--- src/rtl/srambank_pkg.sv ---
// rtl/srambank_pkg.sv - shared bank geometry and sequencer state type
package srambank_pkg;

  localparam int ADDR_W = 10;
  localparam int DATA_W = 34;
  localparam int DEPTH  = 1024;

  typedef enum logic {
    INIT = 1'b0,
    RUN  = 1'b1
  } state_t;

endpackage

--- src/rtl/rr_arb2.sv ---
// rtl/rr_arb2.sv - two-input round-robin grant; the pointer register lives in the parent
module rr_arb2 (
  input  logic [1:0] valid,
  input  logic       last,
  output logic [1:0] grant
);

  // On a tie the port that was not served last wins.
  always_comb begin
    grant = valid;
    if (valid == 2'b11) begin
      grant = last ? 2'b01 : 2'b10;
    end
  end

endmodule

--- src/rtl/srambank_arb2.sv ---
// rtl/srambank_arb2.sv - zero-fill sequencer and two-port round-robin front end for one SRAM bank
module srambank_arb2 #(
  parameter int                ADDR_W   = srambank_pkg::ADDR_W,
  parameter int                DATA_W   = srambank_pkg::DATA_W,
  parameter int                DEPTH    = srambank_pkg::DEPTH,
  parameter logic [DATA_W-1:0] INIT_VAL = '0
) (
  input  logic                  clk,
  input  logic                  reset,
  input  logic [1:0]            req_valid,
  output logic [1:0]            req_ready,
  input  logic [1:0]            req_write,
  input  logic [2*ADDR_W-1:0]   req_addr,
  input  logic [2*DATA_W-1:0]   req_wdata,
  output logic [1:0]            rsp_valid,
  output logic [DATA_W-1:0]     rsp_data,
  output logic                  init_done,
  output logic [ADDR_W-1:0]     bank_address,
  output logic [DATA_W-1:0]     bank_wd,
  output logic                  bank_banksel,
  output logic                  bank_read,
  output logic                  bank_write,
  input  logic [DATA_W-1:0]     bank_dataout
);

  import srambank_pkg::*;

  localparam logic [ADDR_W-1:0] LAST_ADDR = ADDR_W'(DEPTH - 1);

  state_t            state;
  state_t            state_nxt;
  logic [ADDR_W-1:0] fill_cnt;
  logic              last;
  logic              rd_pend;
  logic              rd_port;
  logic [1:0]        arb_grant;
  logic [1:0]        grant;
  logic              gsel;
  logic              acc;
  logic              acc_read;
  logic              acc_write;

  rr_arb2 u_arb (
    .valid (req_valid),
    .last  (last),
    .grant (arb_grant)
  );

  // Reset masks every client-visible output in the cycle it is asserted.
  assign grant     = (state == RUN && !reset) ? arb_grant : 2'b00;
  assign gsel      = grant[1];
  assign acc       = |grant;
  assign acc_write = acc && req_write[gsel];
  assign acc_read  = acc && !req_write[gsel];

  assign req_ready = grant;
  assign init_done = (state == RUN) && !reset;
  assign rsp_valid = (rd_pend && !reset) ? (rd_port ? 2'b10 : 2'b01) : 2'b00;
  assign rsp_data  = bank_dataout;

  always_comb begin
    state_nxt    = state;
    bank_banksel = 1'b0;
    bank_read    = 1'b0;
    bank_write   = 1'b0;
    bank_address = gsel ? req_addr[2*ADDR_W-1:ADDR_W] : req_addr[ADDR_W-1:0];
    bank_wd      = gsel ? req_wdata[2*DATA_W-1:DATA_W] : req_wdata[DATA_W-1:0];
    case (state)
      INIT: begin
        bank_banksel = 1'b1;
        bank_write   = 1'b1;
        bank_address = fill_cnt;
        bank_wd      = INIT_VAL;
        if (fill_cnt == LAST_ADDR) begin
          state_nxt = RUN;
        end
      end
      RUN: begin
        bank_banksel = acc;
        bank_read    = acc_read;
        bank_write   = acc_write;
      end
      default: state_nxt = INIT;
    endcase
    if (reset) begin
      bank_banksel = 1'b0;
      bank_read    = 1'b0;
      bank_write   = 1'b0;
    end
  end

  always_ff @(posedge clk) begin
    if (reset) begin
      state    <= INIT;
      fill_cnt <= '0;
      last     <= 1'b1;
      rd_pend  <= 1'b0;
      rd_port  <= 1'b0;
    end else begin
      state <= state_nxt;
      if (state == INIT) begin
        fill_cnt <= fill_cnt + ADDR_W'(1);
      end
      if (acc) begin
        last <= gsel;
      end
      rd_pend <= acc_read;
      if (acc_read) begin
        rd_port <= gsel;
      end
    end
  end

endmodule

--- config.mk ---
export PLATFORM = sky130hd
export DESIGN_NAME = srambank_arb2
export DESIGN_NICKNAME = d
export VERILOG_FILES = /design/src/rtl/srambank_pkg.sv /design/src/rtl/rr_arb2.sv /design/src/rtl/srambank_arb2.sv
export SDC_FILE = /design/constraint.sdc
export NUM_CORES = 1
export LEC_CHECK = 0
export BUFFER_PORTS_ARGS = -buffer_cell sky130_fd_sc_hd__buf_2
export CAP_MARGIN = 20
export CORE_AREA = 4 4 81 83
export CTS_CLUSTER_SIZE = 30
export DETAILED_ROUTE_END_ITERATION = 10
export DIE_AREA = 0 0 85 87
export PLACE_DENSITY = 0.82
export RECOVER_POWER = 100
export SLEW_MARGIN = 40
export SYNTH_ARGS = -nofsm -noshare
export SYNTH_HDL_FRONTEND = slang
export SYNTH_HIERARCHICAL = 1
export SYNTH_SLANG_ARGS = --single-unit
--- constraint.sdc ---
create_clock -name clk -period 2.1 [get_ports clk]
set_input_delay 0.42 -clock clk [delete_from_list [all_inputs] [get_ports clk]]
set_output_delay 0.42 -clock clk [all_outputs]
set_load 0.005 [all_outputs]
==> run_results.csv <==
group,metric,value,unit
run_status,run_status,"finished clean",
route,drt-wirelength-per-cell,12.3,um
placement,place.detailed.hpwl,4560,um
logic_synthesis,post_synth_inst_count,262,
clock_tree,post-cts-setup-buffer-count,0,
critical_path,critical_path_class,"register to primary output",
sta,final_period_minus_worst_setup_slack,2.00,ns
worst_hold_path,worst_hold_path.num_cells,2,
floorplan,die-height,87,um
finish,final_layout_size_suffix_gt1_frac,0.376,
run,drv_cap,0,
route,postRouteWirelength,5460,um
logic_synthesis,post-synth-top-area-fraction,0.194,
finish,layout.cells.non_filler,445,
logic_synthesis,synth_top_cell_by_area,"sky130_fd_sc_hd__nand2_1",
logic_synthesis,synthesized_nets,391,
clock_tree,tritoncts,"built",
placement,numPlacedInstances,442,
route,dr.first_iter.drc_count,52,
logic_synthesis,yosys-top-cells-area,"sky130_fd_sc_hd__nand2_1, sky130_fd_sc_hd__dfxtp_1, sky130_fd_sc_hd__buf_4",
sta,finalSetupTns,0,ns
finish,fin_nets,501,
clock_tree,clock-sinks,14,
global_routing,grt-ovfl-total,0,
route,routed_via_density,4.69,
sta,final-max-slew-violation-count,0,
critical_path,crit_path_capture_type,"primary output",
sta,min_period_over_period,0.952,
global_routing,total_routing_resource_utilization_after_global_routing,0.133,
global_routing,grt_pass1_wl,8320,um
critical_path,timing.critical_path.fanout_max,10,
placement,portBuffers,145,
clock_tree,worst_skew_pair.late_latency,0.24,ns
logic_synthesis,synth-warning-count,6,
clock_tree,path_clk_slew,0.05,ns
floorplan,io-pin-count,214,
finish,final_design_area_no_fill,2230,um2
critical_path,data_arrival_time_at_the_worst_slack_endpoint,1.58,ns
clock_tree,htree_num_levels,1,
clock_tree,clock_tree.buffer_depth,2,
finish,synthToLayoutAreaGrowth,39.0,%
critical_path,cp_data_required_time,1.68,ns
worst_hold_path,worstHoldPathType,"input port to register",
finish,mostFrequentLayoutCells,"sky130_fd_sc_hd__buf_2, sky130_fd_sc_hd__nand2_1, sky130_fd_sc_hd__nand3_1",
finish,num_antenna_cells,0,
route,antenna_violating_nets_post_route,0,
critical_path,startpoint_type,"register",
sta,worst_slew_pin_slew,0.277,ns
sta,maxClockFrequency,500,MHz
sta,rsz0062_at_grt,"no",
floorplan,design.die.area,7400,um2
floorplan,floorplan.initialDensity,0.275,
sta,setup_viol,0,
placement,dpl_cell_area,2240,um2
critical_path,reg2regPathDepth,4,
logic_synthesis,netlist_area,1610,um2
route,detailroute.via_count,2086,
sta,worst_slew_margin_rel,0.815,
finish,mostFrequentLayoutCell,"sky130_fd_sc_hd__buf_2",
global_routing,grt_pass1_vias,1910,
global_routing,grt_start_max_net_pins,31,
global_routing,grt_antenna_before_repair,0,
route,detailedRoute.firstPassIterationCount,4,
logic_synthesis,yosysSeqAreaShare,0.174,
floorplan,die_width,85,um
logic_synthesis,ff_latch_count_synth,14,
pwr,leakagePower,1.27,nW
pwr,power.density,278,nW/um2
floorplan,floorplan.core_area,5850,um2
logic_synthesis,syn_area_per_cell,6.14,um2
pwr,vdd_ir_drop_max,0.304,mV
sta,worst_clock_skew,0.00206,ns
clock_tree,cts_root_buffer,"sky130_fd_sc_hd__clkbuf_8",
logic_synthesis,synth_cell_types,35,
clock_tree,cts_hold_buffers,0,
clock_tree,cts_inserted_buffers,3,
sta,count_of_endpoints_failing_hold_in_the_final_timing_report,0,
floorplan,rows,28,
pwr,p_total,0.620,mW
route,drc,0,
placement,place_congestion,0.785,
## stage by stage
stage / util / worst slack (ns) / hold WS, ns
finish: 0.382 / 0.101 / 0.428
global route: 0.382 / 0.0117 / 0.440
CTS: 0.389 / 0.0502 / 0.428
detailed placement: 0.382 / 0.0343 / 0.484
global placement: 0.382 / 0.123 / 0.470
floorplan: - / 0.216 / 0.453
## cell type report
class | instances | area [um2]
fillers | 635 | 3620
multi-input cells | 192 | 976
repair buffers | 156 | 822
flip-flops and latches | 14 | 283
well taps | 75 | 93.8
clock buffers | 3 | 41.3
inverters | 5 | 18.8
## layer usage
layer | vias up | share of wire | track usage
met2 | 104 | 0.53 | 0.258
met1 | 917 | 0.36 | 0.138
met4 | 0 | 0.020 | 0.0518
li1 | 1053 | - | -
met3 | 12 | 0.086 | 0.0274
met5 | - | 0 | 0
## worst paths after layout
| path | slack, ns | startpoint | end |
|---|---|---|---|
| max | 0.10 | last | bank_address[9] |
| min reg2reg | 0.50 | last | last |
| min | 0.43 | req_write[1] | rd_pend |
| max reg2reg | 0.35 | state | fill_cnt[7] |
## worst max-delay path, stage by stage, from the launching register on
cell	delay (ns)
sky130_fd_sc_hd__dfxtp_2	0.33
sky130_fd_sc_hd__a21boi_2	0.16
sky130_fd_sc_hd__nand3b_1	0.16
sky130_fd_sc_hd__inv_2	0.16
sky130_fd_sc_hd__buf_12	0.14
sky130_fd_sc_hd__nand2_1	0.06
sky130_fd_sc_hd__a31oi_1	0.18
sky130_fd_sc_hd__buf_2	0.14
## kinds of logic (layout without fill, tap and decap cells)
family                   count (synthesis)  count (layout)  share of synthesized area
AND/OR/NAND/NOR                        157             157                      0.447
AO/OA/AOI/OAI                           26              26                      0.108
XOR/XNOR                                 4               4                     0.0218
buffers and inverters                   56             164                      0.214
flip-flops                              14              14                      0.174
adder cells (fa/ha/maj)                  1               1                    0.00778
multiplexers                             4               4                     0.0265
## power breakdown
| group | internal (mW) | switching, mW | leakage (nW) |
|---|---|---|---|
| sequential | 0.271 | 0.00686 | 0.113 |
| combinational | 0.0817 | 0.0482 | 1.14 |
| clock | 0.127 | 0.0859 | 0.0216 |
## registers in the layout, indices dropped and copies added (netlist names)
signal,cells
rd_pend,1
fill_cnt,10
last,1
rd_port,1
state,1
## Yosys cell counts
| master | instances |
|---|---|
| sky130_fd_sc_hd__a21boi_1 | 2 |
| sky130_fd_sc_hd__nor2b_1 | 7 |
| sky130_fd_sc_hd__buf_1 | 6 |
| sky130_fd_sc_hd__nand4_1 | 1 |
| sky130_fd_sc_hd__nor3b_1 | 2 |
| sky130_fd_sc_hd__xnor2_1 | 1 |
| sky130_fd_sc_hd__mux2i_1 | 2 |
| sky130_fd_sc_hd__a21boi_0 | 1 |
| sky130_fd_sc_hd__nand3b_1 | 2 |
| sky130_fd_sc_hd__buf_4 | 34 |
| sky130_fd_sc_hd__nand4b_4 | 1 |
| sky130_fd_sc_hd__and2_1 | 2 |
| sky130_fd_sc_hd__buf_2 | 5 |
| sky130_fd_sc_hd__a221o_1 | 3 |
| sky130_fd_sc_hd__nand2_1 | 83 |
| sky130_fd_sc_hd__or3_1 | 2 |
| sky130_fd_sc_hd__inv_1 | 4 |
| sky130_fd_sc_hd__inv_2 | 1 |
| sky130_fd_sc_hd__a41oi_1 | 1 |
| sky130_fd_sc_hd__nand4b_1 | 1 |
| sky130_fd_sc_hd__clkbuf_1 | 6 |
| sky130_fd_sc_hd__dfxtp_1 | 14 |
| sky130_fd_sc_hd__o31ai_1 | 2 |
| sky130_fd_sc_hd__ha_1 | 1 |
| sky130_fd_sc_hd__a21oi_1 | 6 |
| sky130_fd_sc_hd__o21ai_0 | 3 |
| sky130_fd_sc_hd__xor2_1 | 3 |
| sky130_fd_sc_hd__or4_1 | 2 |
| sky130_fd_sc_hd__o22ai_1 | 1 |
| sky130_fd_sc_hd__and3_1 | 3 |
| sky130_fd_sc_hd__mux2_1 | 2 |
| sky130_fd_sc_hd__a211o_1 | 1 |
| sky130_fd_sc_hd__a31oi_1 | 6 |
| sky130_fd_sc_hd__nor2_1 | 15 |
| sky130_fd_sc_hd__nand3_1 | 36 |
## repair_timing
action / 4_1_cts / 5_1_grt
gates resized for setup: 1 / 4
pin swaps: 0 / 2
endpoints found under the setup margin: 9 / 23
No activity file was read; power rests on OpenSTA's default activity.
